`src/rtl/pipe_pkg.sv`:
```
// Shared types and constants for the pipeline sequencing controller.
// Holds the FSM state encoding, instruction constants and the load-use test.
package pipe_pkg;

  typedef enum logic [2:0] {
    S_IDLE     = 3'd0,
    S_RUN      = 3'd1,
    S_MEM_WAIT = 3'd2,
    S_DRAIN    = 3'd3,
    S_HALTED   = 3'd4
  } state_e;

  localparam logic [31:0] NOP_INSN  = 32'h00000013;
  localparam logic [31:0] HALT_INSN = 32'h00000000;

  function automatic logic load_use(
    input logic       memread,
    input logic [4:0] rd,
    input logic [4:0] rs1,
    input logic [4:0] rs2
  );
    return memread && (rd != 5'd0) &&
           ((rd == rs1) || (rd == rs2));
  endfunction

endpackage

```
`src/rtl/pipe_sched_if.sv`:
```
// Hazard inputs, pipeline control outputs and perf counters
// of the sequencing controller, bundled for the top-level port.
interface pipe_sched_if #(
  parameter int CNT_W = 32
);
  logic             run_i;
  logic [4:0]       ifid_rs1_i;
  logic [4:0]       ifid_rs2_i;
  logic             idex_memread_i;
  logic [4:0]       idex_rd_i;
  logic             branch_taken_i;
  logic             halt_i;
  logic             dmem_req_i;
  logic             dmem_ready_i;
  logic             pc_write_o;
  logic             ifid_write_o;
  logic             ifid_flush_o;
  logic             idex_bubble_o;
  logic             pipe_en_o;
  logic             halted_o;
  logic             err_o;
  logic [2:0]       state_o;
  logic [CNT_W-1:0] cycle_cnt_o;
  logic [CNT_W-1:0] stall_cnt_o;
  logic [CNT_W-1:0] flush_cnt_o;

  modport master (
    output run_i, ifid_rs1_i, ifid_rs2_i,
    output idex_memread_i, idex_rd_i,
    output branch_taken_i, halt_i,
    output dmem_req_i, dmem_ready_i,
    input  pc_write_o, ifid_write_o,
    input  ifid_flush_o, idex_bubble_o,
    input  pipe_en_o, halted_o, err_o,
    input  state_o, cycle_cnt_o,
    input  stall_cnt_o, flush_cnt_o
  );

  modport slave (
    input  run_i, ifid_rs1_i, ifid_rs2_i,
    input  idex_memread_i, idex_rd_i,
    input  branch_taken_i, halt_i,
    input  dmem_req_i, dmem_ready_i,
    output pc_write_o, ifid_write_o,
    output ifid_flush_o, idex_bubble_o,
    output pipe_en_o, halted_o, err_o,
    output state_o, cycle_cnt_o,
    output stall_cnt_o, flush_cnt_o
  );

endinterface

```
`src/rtl/sat_counter.sv`:
```
// Up-counter that sticks at all-ones instead of wrapping.
// Asynchronous active-low clear.
module sat_counter #(
  parameter int W = 32
) (
  input  logic         clk,
  input  logic         rst_n,
  input  logic         inc,
  output logic [W-1:0] count
);

  always_ff @(posedge clk or negedge rst_n) begin
    if (!rst_n) begin
      count <= '0;
    end else if (inc && !(&count)) begin
      count <= count + 1'b1;
    end
  end

endmodule

```
`src/rtl/pipe_sched.sv`:
```
// Central sequencing controller for the 5-stage pipeline: hazard
// arbitration, memory freeze, halt/drain and performance counters.
module pipe_sched
  import pipe_pkg::*;
#(
  parameter int CNT_W        = 32,
  parameter int DRAIN_CYCLES = 3,
  parameter int MAX_WAIT     = 16
) (
  input  logic         clk_i,
  input  logic         start_i,
  pipe_sched_if.slave  bus
);

  localparam int WW = $clog2(MAX_WAIT + 1);
  localparam int DW = $clog2(DRAIN_CYCLES + 1);
  localparam logic [WW-1:0] WAIT_LAST = WW'(MAX_WAIT - 1);
  localparam logic [DW-1:0] DRN_LAST  = DW'(DRAIN_CYCLES - 1);

  state_e        state, state_n;
  logic [WW-1:0] wait_q, wait_n;
  logic [DW-1:0] drain_q, drain_n;
  logic          err_q, err_n;

  logic pc_write, ifid_write, flush;
  logic bubble, pipe_en;
  logic stall_inc, cycle_inc;
  logic lu, mstall;

  assign lu = load_use(bus.idex_memread_i, bus.idex_rd_i,
                       bus.ifid_rs1_i, bus.ifid_rs2_i);
  assign mstall = bus.dmem_req_i && !bus.dmem_ready_i;

  always_comb begin
    pc_write   = 1'b0;
    ifid_write = 1'b0;
    flush      = 1'b0;
    bubble     = 1'b0;
    pipe_en    = 1'b0;
    stall_inc  = 1'b0;
    state_n    = state;
    wait_n     = wait_q;
    drain_n    = drain_q;
    err_n      = err_q;
    unique case (state)
      S_IDLE: begin
        if (bus.run_i) state_n = S_RUN;
      end
      S_RUN, S_MEM_WAIT: begin
        if ((state == S_RUN && mstall) ||
            (state == S_MEM_WAIT && !bus.dmem_ready_i)) begin
          stall_inc = 1'b1;
          if (state == S_RUN) begin
            wait_n  = WW'(1);
            state_n = S_MEM_WAIT;
          end else if (wait_q >= WAIT_LAST) begin
            err_n   = 1'b1;
            state_n = S_HALTED;
          end else begin
            wait_n = wait_q + 1'b1;
          end
        end else begin
          // ready cycle out of MEM_WAIT is an ordinary RUN cycle
          state_n    = S_RUN;
          wait_n     = '0;
          pc_write   = 1'b1;
          ifid_write = 1'b1;
          pipe_en    = 1'b1;
          if (bus.halt_i) begin
            pc_write   = 1'b0;
            ifid_write = 1'b0;
            state_n    = S_DRAIN;
            drain_n    = '0;
          end else if (lu) begin
            pc_write   = 1'b0;
            ifid_write = 1'b0;
            bubble     = 1'b1;
            stall_inc  = 1'b1;
          end else if (bus.branch_taken_i) begin
            flush = 1'b1;
          end
        end
      end
      S_DRAIN: begin
        if (!mstall) begin
          bubble  = 1'b1;
          pipe_en = 1'b1;
          if (drain_q >= DRN_LAST) state_n = S_HALTED;
          else drain_n = drain_q + 1'b1;
        end
      end
      S_HALTED: begin
      end
      default: state_n = S_IDLE;
    endcase
  end

  always_ff @(posedge clk_i or negedge start_i) begin
    if (!start_i) begin
      state   <= S_IDLE;
      wait_q  <= '0;
      drain_q <= '0;
      err_q   <= 1'b0;
    end else begin
      state   <= state_n;
      wait_q  <= wait_n;
      drain_q <= drain_n;
      err_q   <= err_n;
    end
  end

  assign cycle_inc = (state == S_RUN) ||
                     (state == S_MEM_WAIT) ||
                     (state == S_DRAIN);

  sat_counter #(.W(CNT_W)) u_cycle (
    .clk   (clk_i),
    .rst_n (start_i),
    .inc   (cycle_inc),
    .count (bus.cycle_cnt_o)
  );

  sat_counter #(.W(CNT_W)) u_stall (
    .clk   (clk_i),
    .rst_n (start_i),
    .inc   (stall_inc),
    .count (bus.stall_cnt_o)
  );

  sat_counter #(.W(CNT_W)) u_flush (
    .clk   (clk_i),
    .rst_n (start_i),
    .inc   (flush),
    .count (bus.flush_cnt_o)
  );

  assign bus.pc_write_o    = pc_write;
  assign bus.ifid_write_o  = ifid_write;
  assign bus.ifid_flush_o  = flush;
  assign bus.idex_bubble_o = bubble;
  assign bus.pipe_en_o     = pipe_en;
  assign bus.halted_o      = (state == S_HALTED);
  assign bus.err_o         = err_q;
  assign bus.state_o       = state;

endmodule

```
`src/flat_wrapper.sv`:
```
// flat-port wrapper written by rule: the top's interface ports become plain ports
module pipe_sched_flat import pipe_pkg::*;
#(
  parameter int CNT_W        = 32,
  parameter int DRAIN_CYCLES = 3,
  parameter int MAX_WAIT     = 16
)
  (clk_i, start_i, bus_run_i, bus_ifid_rs1_i, bus_ifid_rs2_i, bus_idex_memread_i, bus_idex_rd_i, bus_branch_taken_i, bus_halt_i, bus_dmem_req_i, bus_dmem_ready_i, bus_pc_write_o, bus_ifid_write_o, bus_ifid_flush_o, bus_idex_bubble_o, bus_pipe_en_o, bus_halted_o, bus_err_o, bus_state_o, bus_cycle_cnt_o, bus_stall_cnt_o, bus_flush_cnt_o);
  pipe_sched_if #(.CNT_W(CNT_W)) bus_i ();
  input  logic clk_i;
  input  logic start_i;
  input wire logic [$bits(bus_i.run_i)-1:0] bus_run_i;
  input wire logic [$bits(bus_i.ifid_rs1_i)-1:0] bus_ifid_rs1_i;
  input wire logic [$bits(bus_i.ifid_rs2_i)-1:0] bus_ifid_rs2_i;
  input wire logic [$bits(bus_i.idex_memread_i)-1:0] bus_idex_memread_i;
  input wire logic [$bits(bus_i.idex_rd_i)-1:0] bus_idex_rd_i;
  input wire logic [$bits(bus_i.branch_taken_i)-1:0] bus_branch_taken_i;
  input wire logic [$bits(bus_i.halt_i)-1:0] bus_halt_i;
  input wire logic [$bits(bus_i.dmem_req_i)-1:0] bus_dmem_req_i;
  input wire logic [$bits(bus_i.dmem_ready_i)-1:0] bus_dmem_ready_i;
  output wire logic [$bits(bus_i.pc_write_o)-1:0] bus_pc_write_o;
  output wire logic [$bits(bus_i.ifid_write_o)-1:0] bus_ifid_write_o;
  output wire logic [$bits(bus_i.ifid_flush_o)-1:0] bus_ifid_flush_o;
  output wire logic [$bits(bus_i.idex_bubble_o)-1:0] bus_idex_bubble_o;
  output wire logic [$bits(bus_i.pipe_en_o)-1:0] bus_pipe_en_o;
  output wire logic [$bits(bus_i.halted_o)-1:0] bus_halted_o;
  output wire logic [$bits(bus_i.err_o)-1:0] bus_err_o;
  output wire logic [$bits(bus_i.state_o)-1:0] bus_state_o;
  output wire logic [$bits(bus_i.cycle_cnt_o)-1:0] bus_cycle_cnt_o;
  output wire logic [$bits(bus_i.stall_cnt_o)-1:0] bus_stall_cnt_o;
  output wire logic [$bits(bus_i.flush_cnt_o)-1:0] bus_flush_cnt_o;
  assign bus_i.run_i = bus_run_i;
  assign bus_i.ifid_rs1_i = bus_ifid_rs1_i;
  assign bus_i.ifid_rs2_i = bus_ifid_rs2_i;
  assign bus_i.idex_memread_i = bus_idex_memread_i;
  assign bus_i.idex_rd_i = bus_idex_rd_i;
  assign bus_i.branch_taken_i = bus_branch_taken_i;
  assign bus_i.halt_i = bus_halt_i;
  assign bus_i.dmem_req_i = bus_dmem_req_i;
  assign bus_i.dmem_ready_i = bus_dmem_ready_i;
  assign bus_pc_write_o = bus_i.pc_write_o;
  assign bus_ifid_write_o = bus_i.ifid_write_o;
  assign bus_ifid_flush_o = bus_i.ifid_flush_o;
  assign bus_idex_bubble_o = bus_i.idex_bubble_o;
  assign bus_pipe_en_o = bus_i.pipe_en_o;
  assign bus_halted_o = bus_i.halted_o;
  assign bus_err_o = bus_i.err_o;
  assign bus_state_o = bus_i.state_o;
  assign bus_cycle_cnt_o = bus_i.cycle_cnt_o;
  assign bus_stall_cnt_o = bus_i.stall_cnt_o;
  assign bus_flush_cnt_o = bus_i.flush_cnt_o;
  pipe_sched #(.CNT_W(CNT_W), .DRAIN_CYCLES(DRAIN_CYCLES), .MAX_WAIT(MAX_WAIT)) u_core (.clk_i(clk_i), .start_i(start_i), .bus(bus_i));
endmodule
```
`config.mk`:
```
export PLATFORM = sky130hd
export DESIGN_NAME = pipe_sched_flat
export DESIGN_NICKNAME = d
export VERILOG_FILES = /design/src/rtl/pipe_pkg.sv /design/src/rtl/pipe_sched_if.sv /design/src/rtl/sat_counter.sv /design/src/rtl/pipe_sched.sv /design/src/flat_wrapper.sv
export SDC_FILE = /design/constraint.sdc
export NUM_CORES = 1
export LEC_CHECK = 0
export CAP_MARGIN = 30
export CELL_PAD_IN_SITES_DETAIL_PLACEMENT = 0
export CELL_PAD_IN_SITES_GLOBAL_PLACEMENT = 1
export CORE_UTILIZATION = 38
export CTS_CLUSTER_SIZE = 10
export DETAILED_ROUTE_END_ITERATION = 16
export HOLD_SLACK_MARGIN = 0.1
export PLACE_DENSITY = 0.81
export SETUP_SLACK_MARGIN = 0.2
export SYNTH_ARGS = -nofsm -noshare
export SYNTH_HDL_FRONTEND = slang
export SYNTH_SLANG_ARGS = --single-unit
export TNS_END_PERCENT = 30
```
`constraint.sdc`:
```
create_clock -name clk_i -period 2.9 [get_ports clk_i]
set_input_delay 0.29 -clock clk_i [delete_from_list [all_inputs] [get_ports clk_i]]
set_output_delay 0.29 -clock clk_i [all_outputs]
set_load 0.01 [all_outputs]
```
# == After elaboration in Yosys (flattened, before gate mapping) ==
# Index checks and enable logic that the tools add are counted.
# word_totals
register_bits,107
inputBits,23
# op_classes
magnitude_cmp,2
add_sub_neg,5
muxes,34
reduce_logical,27
eq_ne,14
n_bitwise,2
# ops
op,count
$add A32 B1 Y32 const B,3
$reduce_and A32 Y1,3
$mux W3,6
$mux W1,16
$mux W5,3
$pmux W3 S4,1
$eq A5 B5 Y1,2
$mux W2,5
$ne A2 B2 Y1 const B,5
$reduce_and A5 Y1,2
$logic_and A1 B1 Y1,8
$eq A3 B2 Y1 const B,2
$add A5 B1 Y5 const B,1
$ge A5 B4 Y1 const B,1
$reduce_bool A5 Y1,1
$logic_not A1 Y1,4
$logic_or A1 B1 Y1,4
$ne A4 B3 Y1 const B,1
$pmux W1 S2,2
$pmux W2 S2,1
$reduce_and A4 Y1,1
$eq A3 B1 Y1 const B,1
$eq A3 B3 Y1 const B,1
$logic_not A3 Y1,1
8 further kinds,9

# == Logic depth before layout (Yosys ltp) ==
# depth
ltp_word,8
ltp_mapped,8
depth_no_buf,8

# == Hierarchy ==
# From an unflattened synthesis, not the netlist that was laid out.
# unflattened
cells_unflattened,538
hier_area_um2,5636.7
# modules_own_cells
mod,cells_each,n_inst,area_each_um2,seq_area_each_um2
sat_counter (u_core.u_stall),150,1,1629.1,800.8
sat_counter (u_core.u_cycle),146,1,1580.3,800.8
sat_counter (u_core.u_flush),134,1,1527.7,800.8
pipe_sched,108,1,899.6,275.3

# == Least setup slack after synthesis ==
# OpenSTA, ideal clock, no wires.
# synth_timing
path_kind,flip-flop to flip-flop
from,register u_core.u_cycle.count[10]
to,register u_core.u_cycle.count[1]
n_path_buf,1
t_required_ns,2.772
setup_ns,0.128
stages_incl_launch_ff,7
t_arrival_ns,2.160
path_slack_ns,0.613
cell_sequence,dfrtp_1 -> nand3_2 -> or3_4 -> or4_4 -> o21ai_2 -> buf_6 -> mux2_1
# synth_via
elab_chain_len,3
# synth_lines
item,line,source
from (decl),sat_counter.sv:9,output logic [W-1:0] count
from (signal assigned),sat_counter.sv:16,count <= count + 1'b1;
$reduce_and A32 Y1,sat_counter.sv:15,end else if (inc && !(&count)) begin
$logic_not A1 Y1,sat_counter.sv:15,
$logic_and A1 B1 Y1,sat_counter.sv:15,
# No other way between the ends.
# A chain may end at the register's enable or synchronous reset.

# == Final worst setup path ==
# layout_timing
from,input port bus_idex_rd_i[0]
to,output port bus_ifid_write_o
# layout_via
elab_chain_len,7
elab_cells_between_ends,10
cone_classes,2 x eq/ne; 4 x mux; 4 x reduce/logical
# layout_lines
item,line,source
from (decl),flat_wrapper.sv:16,input wire logic [$bits(bus_i.idex_rd_i)-1:0] bus_idex_rd_i;
$eq A5 B5 Y1 / $reduce_bool A5 Y1 (equally long branches),"pipe_pkg.sv:23, pipe_pkg.sv:22",
$logic_or A1 B1 Y1 / $logic_and A1 B1 Y1 (equally long branches),"pipe_pkg.sv:23, pipe_pkg.sv:22",
$logic_and A1 B1 Y1 *,pipe_pkg.sv:22,return memread && (rd != 5'd0) &&
$mux W1 *,pipe_sched.sv:74,end else if (lu) begin
$mux W1 *,pipe_sched.sv:69,if (bus.halt_i) begin
$mux W1 *,pipe_sched.sv:50,if ((state == S_RUN && mstall) ||
$mux W1 *,pipe_sched.sv:45,unique case (state)
to (decl),flat_wrapper.sv:22,output wire logic [$bits(bus_i.ifid_write_o)-1:0] bus_ifid_write_o;
# Every way passes the cells marked *; elsewhere a longest branch is shown, timed or not.

==> impl_metrics.ini <==
[power]
power_density_mw_per_mm2 = 549
peakVddDrop_uv = 410
p_total_uw = 4030
leakage_uw = 0.00314

[die]
placementRows = 43
core_sq_mm = 0.0140
die_height_microns = 122
die_x_microns = 122
die_area_sq_mm = 0.0150
initial_core_util_pct = 39.3
pin_count = 129

[timing]
drv_slew = 0
fmaxAchievable_ghz = 0.365
finClkSkew_ps = 4.17
worst_slew_pin_slew_ps = 673
setup-tns-final_ps = 0
post-route-period-util_pct = 94.5
final-setup-viol-count = 0
final.min_clock_period_ps = 2740
grt_setup_unrepaired = true
worst_hold_slack_ps = 478
slew_headroom_pct = 55.2
finalHoldViolations = 0

[route]
vias_per_cell = 5.30
ant_nets = 0
drtPass1Iterations = 4
drt-total-wl_microns = 13600
drc = 0
routedWlPerCell_microns = 15.7
drt-initial-drc-count = 319
vias = 4597

[grt]
grt_util_all_layers_pct = 18.9
antenna_found_initial = 0
grt_pass1_wl_microns = 22100
grt_pass1_vias = 4399
grt_overflow = 0
grt_max_degree = 60

[placed_design]
port_buffers = 128
dpl.hpwl_microns = 9910
gp_congestion = 0.849
postPlaceCellArea_sq_mm = 0.00703

[critical_path]
worstSetupPathType = input port to output pin
max_stage_delay_ps = 580
cp_data_required_time_ps = 2610
path_delay_family = buffers and inverters
cp.buffers_inverters = 3
cp_max_fo = 4
worst_r2r_path_depth = 5
cp_cell_sequence = clkdlybuf4s50_1 > or4_1 > o21a_1 > buf_4 > a21oi_1 > clkdlybuf4s50_1
critPathSlowestCell = or4_1
start_kind = input port
crit_path_end_kind = output pin
crit_cells = 6
arrival_ps = 2450
crit_top_cell = clkdlybuf4s50_1

[yosys]
synth_edf_count = 0
yosysSeqAreaShare_pct = 48.7
synth_cell_types = 54
synthesis.area_sq_mm = 0.00550
synth_area_per_cell_sq_um = 10.1
synth-xor-area-share_pct = 16.1
yosysWarningCount = 0
synth_compound_area_share_pct = 5.30
synth.area.mux_share_pct = 1.02
synth_seq_cells = 107
synthArstFlopShare_pct = 100
yosys.area_share.simple_pct = 25.2
synthesis.nets = 575
netlist_instances = 546
synth_top_family_by_area = simple AND/OR/NAND/NOR gates
synthAdderAreaFrac_pct = 1.37
ys.flop_type = dfrtp_1

[clock_network]
clockBufferDepth = 2
cts_tree = done
cts_num_sinks = 107
postCtsSetupBuffers = 0
cts-htree-levels = 3
numCtsBuffers = 9
clkTransAtPathRegs_ps = 70
root_buffer = clkbuf_16
clock_latency_ps = 350

[hold_path]
min_path_cells = 1
min_path_type = flop to flop

[cells_and_area]
postLayoutCoreUtil_pct = 52.5
fillers = 1277
layout.nets = 712
area_growth_pct = 33.6
n_antenna_cell = 0
final_area_sq_mm = 0.00734
drive_above_1_share_pct = 7.27

[outcome]
status = completed

[run]
cap_violations = 0
cells by family (layout without fill, tap and decap cells):
group,Yosys count,count (layout)
adder cells (fa/ha/maj),6,6
multiplexers,5,5
AND/OR/NAND/NOR,257,257
flip-flops,107,107
AO/OA/AOI/OAI,40,40
buffers and inverters,30,172
XOR/XNOR,101,101
synthesized netlist by cell type (4+ instances only):
library cell / count / area, sq um
a21oi_1: 7 / 35.0
and2_1: 4 / 25.0
and3_1: 23 / 144
and4_1: 6 / 52.6
buf_2: 4 / 20.0
clkbuf_1: 9 / 33.8
dfrtp_1: 107 / 2680
ha_1: 6 / 75.1
inv_1: 15 / 56.3
mux2_2: 4 / 45.0
nand2_1: 50 / 188
nand2b_1: 7 / 43.8
nand3_1: 38 / 190
nand4_1: 30 / 188
nor2_1: 41 / 154
nor2b_1: 4 / 25.0
nor3_1: 18 / 90.1
nor4_1: 8 / 50.1
nor4b_1: 4 / 35.0
o21ai_0: 9 / 45.0
or2_2: 5 / 31.3
or3_1: 4 / 25.0
or4_1: 4 / 30.0
xnor2_1: 65 / 569
xor2_1: 36 / 315
where the power goes:
| part | switching [uW] | leakage, uW | internal [uW] |
|---|---|---|---|
| combinational | 514 | 0.00154 | 498 |
| clock | 546 | 0.000143 | 668 |
| sequential | 197 | 0.00146 | 1610 |
sequential cells by signal, indices dropped and copies added, names as in the netlist:
name and cells:
u_core.u_cycle.count 32, u_core.u_flush.count 32, u_core.u_stall.count 32, u_core.wait_q 5
u_core.bus.state_o 3, u_core.drain_q 2, u_core.bus.err_o 1
cells in the final DEF, fill, tap and decap left out, drive strengths merged, types with 13 or more instances in the layout:
cell	n
and3	23
buf	13
clkdlybuf4s50	126
dfrtp	107
inv	15
nand2	50
nand3	39
nand4	30
nor2	41
nor3	18
xnor2	65
xor2	36
metal layers:
metal  global-route usage, %  up-vias  part of all wire (%)
li1                        -     2192                     -
met1                    26.2     2271                    48
met2                    29.4      115                    47
met3                    3.76       19                   4.2
met4                    6.71        0                   1.6
met5                       0        -                     0
cell type report:
type | count | area [sq um] | share of cell area, %
clock buffer | 11 | 233 | 3.17
inverter | 15 | 56.3 | 0.767
timing repair buffer | 141 | 1390 | 19.0
sequential | 107 | 2680 | 36.5
multi-input combinational | 409 | 2700 | 36.8
clock inverter | 5 | 53.8 | 0.733
tap | 180 | 225 | 3.07
metrics by stage:
stage / std cells / setup WS (ps)
after floorplan: 546 / 613
after global placement: 851 / 170
after detailed placement: 851 / 124
after CTS: 868 / 121
after global routing: 868 / 63.4
final: 868 / 161
repair_timing:
item / 4_1_cts / 5_1_grt
hold buffers: 1 / 0
gates resized for setup: 1 / 3
setup endpoints to repair: 3 / 4
hold endpoints to repair: 48 / 0
path summary, 6_finish.rpt:
path	end	startpoint	slack, ps
hold reg to reg	u_core.bus.err_o	u_core.bus.err_o	480
hold / removal	u_core.bus.err_o	u_core.bus.err_o	480
min in group asynchronous	u_core.u_stall.count[7]	start_i	510
setup reg to reg	u_core.u_cycle.count[1]	u_core.u_cycle.count[10]	300
setup / recovery	bus_ifid_write_o	bus_idex_rd_i[0]	160
max in group asynchronous	u_core.u_cycle.count[9]	start_i	1640
No activity file was read; power rests on OpenSTA's default activity.
